<file path="src/rtl/sata_phy_rx_prim.sv">
// SATA PHY receive primitive decoder: classifies GTP dwords into data,
// primitives, ALIGN and CONT, with CONT repeat tracking and error flagging.
module sata_phy_rx_prim (
  input  logic        sys_clk,
  input  logic        sys_rst,
  input  logic        phy_links_up_in,
  input  logic [31:0] gt_rxdata_in,
  input  logic [3:0]  gt_rxcharisk_in,
  output logic [31:0] rx_data_out,
  output logic        rx_data_valid_out,
  output logic [3:0]  rx_prim_out,
  output logic        rx_prim_valid_out,
  output logic        rx_cont_active_out,
  output logic        rx_err_out,
  output logic [15:0] rx_align_cnt_out
);

  localparam logic [31:0] ALIGN_DW = 32'h7B4A4ABC;
  localparam logic [31:0] CONT_DW  = 32'h9999AA7C;
  localparam logic [3:0]  ILLEGAL  = 4'd15;

  typedef enum logic [1:0] {
    S_IDLE,
    S_NORMAL,
    S_CONT
  } state_t;

  state_t      r_state;
  logic [3:0]  r_last;
  logic [31:0] r_data;
  logic        r_dv;
  logic [3:0]  r_prim;
  logic        r_pv;
  logic        r_err;
  logic [15:0] r_cnt;

  logic        w_is_k;
  logic        w_is_data;
  logic        w_is_align;
  logic        w_is_cont;
  logic        w_known;
  logic [3:0]  w_code;

  function automatic logic [3:0] prim_code(input logic [31:0] d);
    case (d)
      32'hB5B5957C: prim_code = 4'd1;
      32'h5757B57C: prim_code = 4'd2;
      32'h4A4A957C: prim_code = 4'd3;
      32'h3737B57C: prim_code = 4'd4;
      32'hD5D5B57C: prim_code = 4'd5;
      32'hD5D5AA7C: prim_code = 4'd6;
      32'h9595AA7C: prim_code = 4'd7;
      32'h5555B57C: prim_code = 4'd8;
      32'h3535B57C: prim_code = 4'd9;
      32'h5656B57C: prim_code = 4'd10;
      32'h5858B57C: prim_code = 4'd11;
      32'h3636B57C: prim_code = 4'd12;
      default:      prim_code = 4'd0;
    endcase
  endfunction

  always_comb begin
    w_is_k     = (gt_rxcharisk_in == 4'b0001);
    w_is_data  = (gt_rxcharisk_in == 4'b0000);
    w_code     = prim_code(gt_rxdata_in);
    w_is_align = w_is_k && (gt_rxdata_in == ALIGN_DW);
    w_is_cont  = w_is_k && (gt_rxdata_in == CONT_DW);
    w_known    = w_is_k && (w_code != 4'd0);
  end

  always_ff @(posedge sys_clk or negedge sys_rst) begin
    if (!sys_rst) begin
      r_state <= S_IDLE;
      r_last  <= '0;
      r_data  <= '0;
      r_dv    <= 1'b0;
      r_prim  <= '0;
      r_pv    <= 1'b0;
      r_err   <= 1'b0;
      r_cnt   <= '0;
    end else begin
      r_dv   <= 1'b0;
      r_pv   <= 1'b0;
      r_prim <= '0;
      r_err  <= 1'b0;
      if (!phy_links_up_in) begin
        r_state <= S_IDLE;
        r_last  <= '0;
        r_cnt   <= '0;
        r_data  <= '0;
      end else if (r_state == S_IDLE) begin
        r_state <= S_NORMAL;
      end else begin
        unique case (1'b1)
          w_is_align: begin
            if (r_cnt != 16'hFFFF) r_cnt <= r_cnt + 16'd1;
          end
          w_is_data: begin
            // Scrambled filler during a CONT repeat is not payload
            if (r_state == S_NORMAL) begin
              r_data <= gt_rxdata_in;
              r_dv   <= 1'b1;
            end else begin
              r_prim <= r_last;
              r_pv   <= 1'b1;
            end
          end
          w_is_cont: begin
            if (r_last != 4'd0) begin
              r_state <= S_CONT;
              r_prim  <= r_last;
              r_pv    <= 1'b1;
            end else begin
              r_err <= 1'b1;
            end
          end
          w_known: begin
            r_state <= S_NORMAL;
            r_prim  <= w_code;
            r_pv    <= 1'b1;
            r_last  <= w_code;
          end
          default: begin
            r_state <= S_NORMAL;
            r_err   <= 1'b1;
            r_prim  <= ILLEGAL;
            r_pv    <= 1'b1;
            r_last  <= '0;
          end
        endcase
      end
    end
  end

  assign rx_data_out        = r_data;
  assign rx_data_valid_out  = r_dv;
  assign rx_prim_out        = r_prim;
  assign rx_prim_valid_out  = r_pv;
  assign rx_cont_active_out = (r_state == S_CONT);
  assign rx_err_out         = r_err;
  assign rx_align_cnt_out   = r_cnt;

endmodule

</file>
<file path="config.mk">
export PLATFORM = sky130hd
export DESIGN_NAME = sata_phy_rx_prim
export DESIGN_NICKNAME = d
export VERILOG_FILES = /design/src/rtl/sata_phy_rx_prim.sv
export SDC_FILE = /design/constraint.sdc
export NUM_CORES = 1
export LEC_CHECK = 0
export ABC_AREA = 1
export BUFFER_PORTS_ARGS = -buffer_cell sky130_fd_sc_hd__buf_2
export CORE_UTILIZATION = 45
export DETAILED_ROUTE_END_ITERATION = 8
export GPL_TIMING_DRIVEN = 0
export PLACE_DENSITY = 0.7
export SYNTH_ARGS = -nofsm -noshare
export SYNTH_HDL_FRONTEND = slang
export SYNTH_SLANG_ARGS = --single-unit
export TNS_END_PERCENT = 10
</file>
<file path="constraint.sdc">
create_clock -name sys_clk -period 2.3 [get_ports sys_clk]
set_input_delay 0.23 -clock sys_clk [delete_from_list [all_inputs] [get_ports sys_clk]]
set_output_delay 0.23 -clock sys_clk [all_outputs]
set_load 0.01 [all_outputs]
</file>
Word-level counts from Yosys, hierarchy flattened
Index checks and enable logic that the tools add are counted.
{"block": "totals", "regBits": 61, "input_bits": 39, "out_inout_bits": 56}
{"block": "classes", "addsub": 1, "eq_ne": 26, "muxes": 34, "n_reduce_logical": 14}
{"operator": "$eq 32x31->1 const B", "n": 6}
{"operator": "$eq 32x32->1 const B", "n": 5}
{"operator": "$mux 32", "n": 4}
{"operator": "$eq 32x30->1 const B", "n": 3}
{"operator": "$mux 16", "n": 4}
{"operator": "$pmux 4 s12", "n": 1}
{"operator": "$mux 4", "n": 6}
{"operator": "$add 16x1->16 const B", "n": 1}
{"operator": "$ne 16x16->1 const B", "n": 1}
{"operator": "$pmux 4 s4", "n": 1}
{"operator": "$mux 1", "n": 11}
{"operator": "$ne 2x1->1 const B", "n": 4}
{"operator": "$pmux 4 s2", "n": 1}
{"operator": "$reduce_bool 4->1", "n": 2}
{"operator": "$mux 2", "n": 3}
{"operator": "$reduce_and 3->1", "n": 2}
{"operator": "$reduce_or 3->1", "n": 2}
{"operator": "$eq 4x1->1 const B", "n": 1}
{"operator": "$logic_not 4->1", "n": 1}
{"operator": "$ne 2x2->1 const B", "n": 2}
{"operator": "$ne 4x2->1 const B", "n": 1}
{"operator": "$pmux 2 s2", "n": 1}
{"operator": "$reduce_and 2->1", "n": 2}
{"operator": "$logic_and 1x1->1", "n": 3}
{"operator": "other kinds (7)", "n": 7}

Depth between registers and ports, before layout
{"block": "logic_depth", "word_depth": 8, "depth_mapped": 15, "depth_no_buf": 15}

Worst setup path after synthesis
No wires, ideal clock.
{"block": "synth_path", "kind": "register to register", "from": "reg r_cnt[0], in the netlist rx_align_cnt_out[0]", "to": "reg r_cnt[3], in the netlist rx_align_cnt_out[3]", "setup_ns": 0.117, "arrival_ns": 1.544, "t_required_ns": 2.183, "slack_ns": 0.639, "path_stages_with_launch": 10, "n_path_buf": 1, "synth_period_minus_slack_ns": 1.661, "path_cell_list": "dfrtp_1 ha_1 nand2_1 nor4_1 a21oi_1 nand2_2 nand2_4 buf_6 nand2_1 nand2_1"}
{"block": "synth_between", "elab_chain_cells": 5, "word_cells_on_any_way": 8, "cone_classes": "add/sub: 1; eq/ne: 2; mux: 4; reduce/logical: 1"}
{"element": "from (decl)", "line_no": "35", "rtl": "logic [15:0] r_cnt;"}
{"element": "from (signal assigned)", "line_no": "96", "rtl": "if (r_cnt != 16'hFFFF) r_cnt <= r_cnt + 16'd1;"}
{"element": "$add 16x1->16", "line_no": "96"}
{"element": "$mux 16", "line_no": "96"}
{"element": "$mux 16", "line_no": "94", "rtl": "unique case (1'b1)"}
{"element": "$mux 16", "line_no": "91", "rtl": "end else if (r_state == S_IDLE) begin"}
{"element": "$mux 16", "line_no": "86", "rtl": "if (!phy_links_up_in) begin"}
Several ways; a longest one is shown, not always the timed one. The select of a mux whose other input is x is not followed.
A chain may end at the register's enable or synchronous reset.

Worst setup path in the final report
{"block": "layout_path", "from": "reg r_cnt[0], in the netlist rx_align_cnt_out[0]", "to": "reg r_cnt[14], in the netlist rx_align_cnt_out[14]"}
Same word-level chain as after synthesis.

==> run metrics <==
vias per cell=5.13; Die ar.=8470 sq um; Worst-path clk slew=0.07 ns; DRC violations left=0; crit path capture type=register; Wirelength per Cell=13.2 um; Final Setup Violations=0; initial antenna violation count=0; Fmax achieved=527 MHz; worst hold path type=in -> async; distinct cell type count after synthesis=30; Hold Fails Final Rpt=61; maximum vdd drop=0.000312 V; Ports=95; Finished Layout Cells=737; Final ANT Viol Nets=0; Cell Count Post-Placement=722; number of synthesized flops with an enable pin=0; syn_nets=567; Reg2Reg Depth=8; met2 Usage GRT=43.0%; R2R Path Start=rx_align_cnt_out[0]; hold_buf cts=0; post-CTS setup buffers=0; setup TNS=0 ns; Setup Crit Path Kind=reg -> reg; busiest layer in global routing=met2; Critical Path AT=2.18 ns; CTS sink cnt=61; critical path startpoint category=register; met1 Use GR=31.5%; Horiz. Die Dim=92.0 um; CTS HTree Levels=3; skew final=0.00683 ns; met3 Track Usage GR=4.73%; Pwr Density=540 nW/um^2; hpwl dp=7460 um; top post-synthesis cells by area=dfrtp_1 42%, nand2_1 14%, nand3_1 10%; min Tclk post-route=1.90 ns; vias in the first global route=3706; Initial Utilization=47.0%; status=finished, violations left; share of synthesized registers carrying an async set or reset=100%; PortBufs=93; Pleak=2.44 nW; Synthesis Warnings=0; global route overflow=0; worst reg2reg path endpoint=rx_align_cnt_out[14]; antenna cell count=0; Final Max Slew Viols=0; Slew @ Worst Pin=0.769 ns; largest net degree at the start of global routing=62; share of the synthesized area in the top cell type=41.9%; Longest Clk Path Bufs=2; Synth area leader=dfrtp_1; Mapped Cells=527; Chip Height=92.0 um; Hold WS=-0.0475 ns; ys flop type=dfrtp_1; sequential fraction of the synthesis area=41.9%; failing checks=hold timing; Syn Area/Cell=6.92 sq um; # nets final=671; Max Cap Viol=0; GP Congestion=0.903; TritonCTS clock tree=done; flop2flop setup slack=0.40 ns; Synth Cell Area=3650 sq um; CTS Buf Count=9; TritonRoute pass-1 iters=4; CP required=2.58 ns; Final Cycle Share=82.5%; CTS root buf=clkbuf_8; Syn-to-layout area delta=22.2%; Core Area=7770 sq um; CP max FO=10; max_slew headroom=48.8%; Post-CTS Resized=0; vias after detailed routing=3778; Starting DRT DRC Count=189; #FFs+latches synth=61; first-pass GRT wire length=16600 um; DRT Wirelength=9740 um; unrepaired setup endpoints after global routing=no; Worst-Skew Late Latency=0.35 ns; Site Rows=32; share of post-route cells with drive strength above 1=19.1%; Total Routing Usage GR=25.0%
[kinds of logic (layout without fill, tap and decap cells)]
group | Yosys count | after routing | synth area share (%)
simple gates | 331 | 331 | 39.9
buf+inv | 76 | 184 | 8.13
xor+xnor | 14 | 14 | 3.36
fa+ha+maj | 1 | 1 | 0.343
flops | 61 | 61 | 41.9
compound gates | 44 | 44 | 6.38
[final cells by class]
cell class	instances	area, sq um
fillers	764	3310
multi-input cells	390	1820
flip-flops and latches	61	1530
repair buffers	93	468
inverters	62	233
clock buffers	11	141
well taps	102	128
clock inverters	4	72.6
plain buffers	14	63.8
[worst max-delay path, cell delays in order, from the launching register on]
cell	delay, ns
dfrtp_1	0.44
ha_1	0.27
nand2_1	0.10
nor4_1	0.32
a21oi_1	0.12
nand2_2	0.16
buf_2	0.24
nand3_1	0.09
nand2_1	0.10
[placed cells by master (no fill, tap or decap), types with 2 or more instances in the layout]
cell	n
clkbuf_1	7
nand2_2	2
buf_1	4
nand2_1	140
nor3_1	10
o21ai_0	32
buf_2	95
nor2_4	2
inv_1	62
bufinv_16	2
dfrtp_1	61
a21oi_1	7
nor2_1	81
nand3_2	2
nand3_1	74
xor2_1	13
a21boi_0	2
nor4_1	3
nand3b_1	2
clkbuf_8	10
nand4_1	10
[through the flow]
step	hold slack [ns]	setup slack [ns]	instance area [sq um]	util, %	power [mW]
after floorplan	-0.0656	0.639	3650	-	1.25
after global placement	0.440	0.218	4240	54.6	1.37
after detailed placement	0.447	0.206	4240	54.6	1.37
after CTS	0.0975	0.391	4450	57.3	2.42
after global routing	0.0336	0.105	4460	57.4	2.50
final	-0.0475	0.402	4460	57.4	2.41
[registers in the layout, summed over array words and instances, names as in the netlist]
name and flops:
r_state 2, rx_align_cnt_out 16, rx_prim_valid_out 1, r_last 4, rx_err_out 1, rx_data_out 32
rx_prim_out 4, rx_data_valid_out 1
[report_power, final]
| group | switching (mW) | internal (mW) |
|---|---|---|
| Sequential | 0.0162 | 1.09 |
| Combinational | 0.166 | 0.0769 |
| Clock | 0.424 | 0.632 |
[metal layers]
metal | wire length, um | vias up
li1 | - | 1901
met1 | 4360 | 1753
met2 | 4720 | 105
met3 | 485 | 19
met4 | 180 | 0
met5 | 0 | -
[cells in the mapped netlist (2+ instances only)]
library cell    n
a21boi_0        2
clkbuf_1        6
o21ai_0        32
nand2_2         2
nand3_2         2
nor3_1         10
buf_1           4
nand4_1        10
nand3_1        74
dfrtp_1        61
inv_1          62
buf_2           3
nand3b_1        2
nor2_4          2
nor2_1         81
nand2_1       140
nor4_1          3
a21oi_1         7
xor2_1         13
[worst max-delay path by stage]
stage	startpoint	to	slack (ns)	cells past startpoint
after global placement	gt_rxcharisk_in[3]	rx_data_out[20]	0.22	8
after global routing	rx_align_cnt_out[0]	rx_align_cnt_out[8]	0.11	8
final	rx_align_cnt_out[0]	rx_align_cnt_out[14]	0.40	8
after CTS	rx_align_cnt_out[0]	rx_align_cnt_out[14]	0.39	8
after floorplan	rx_align_cnt_out[0]	rx_align_cnt_out[3]	0.64	9
after detailed placement	gt_rxcharisk_in[3]	rx_data_out[21]	0.21	8
Power figures use the tool's default switching activity.
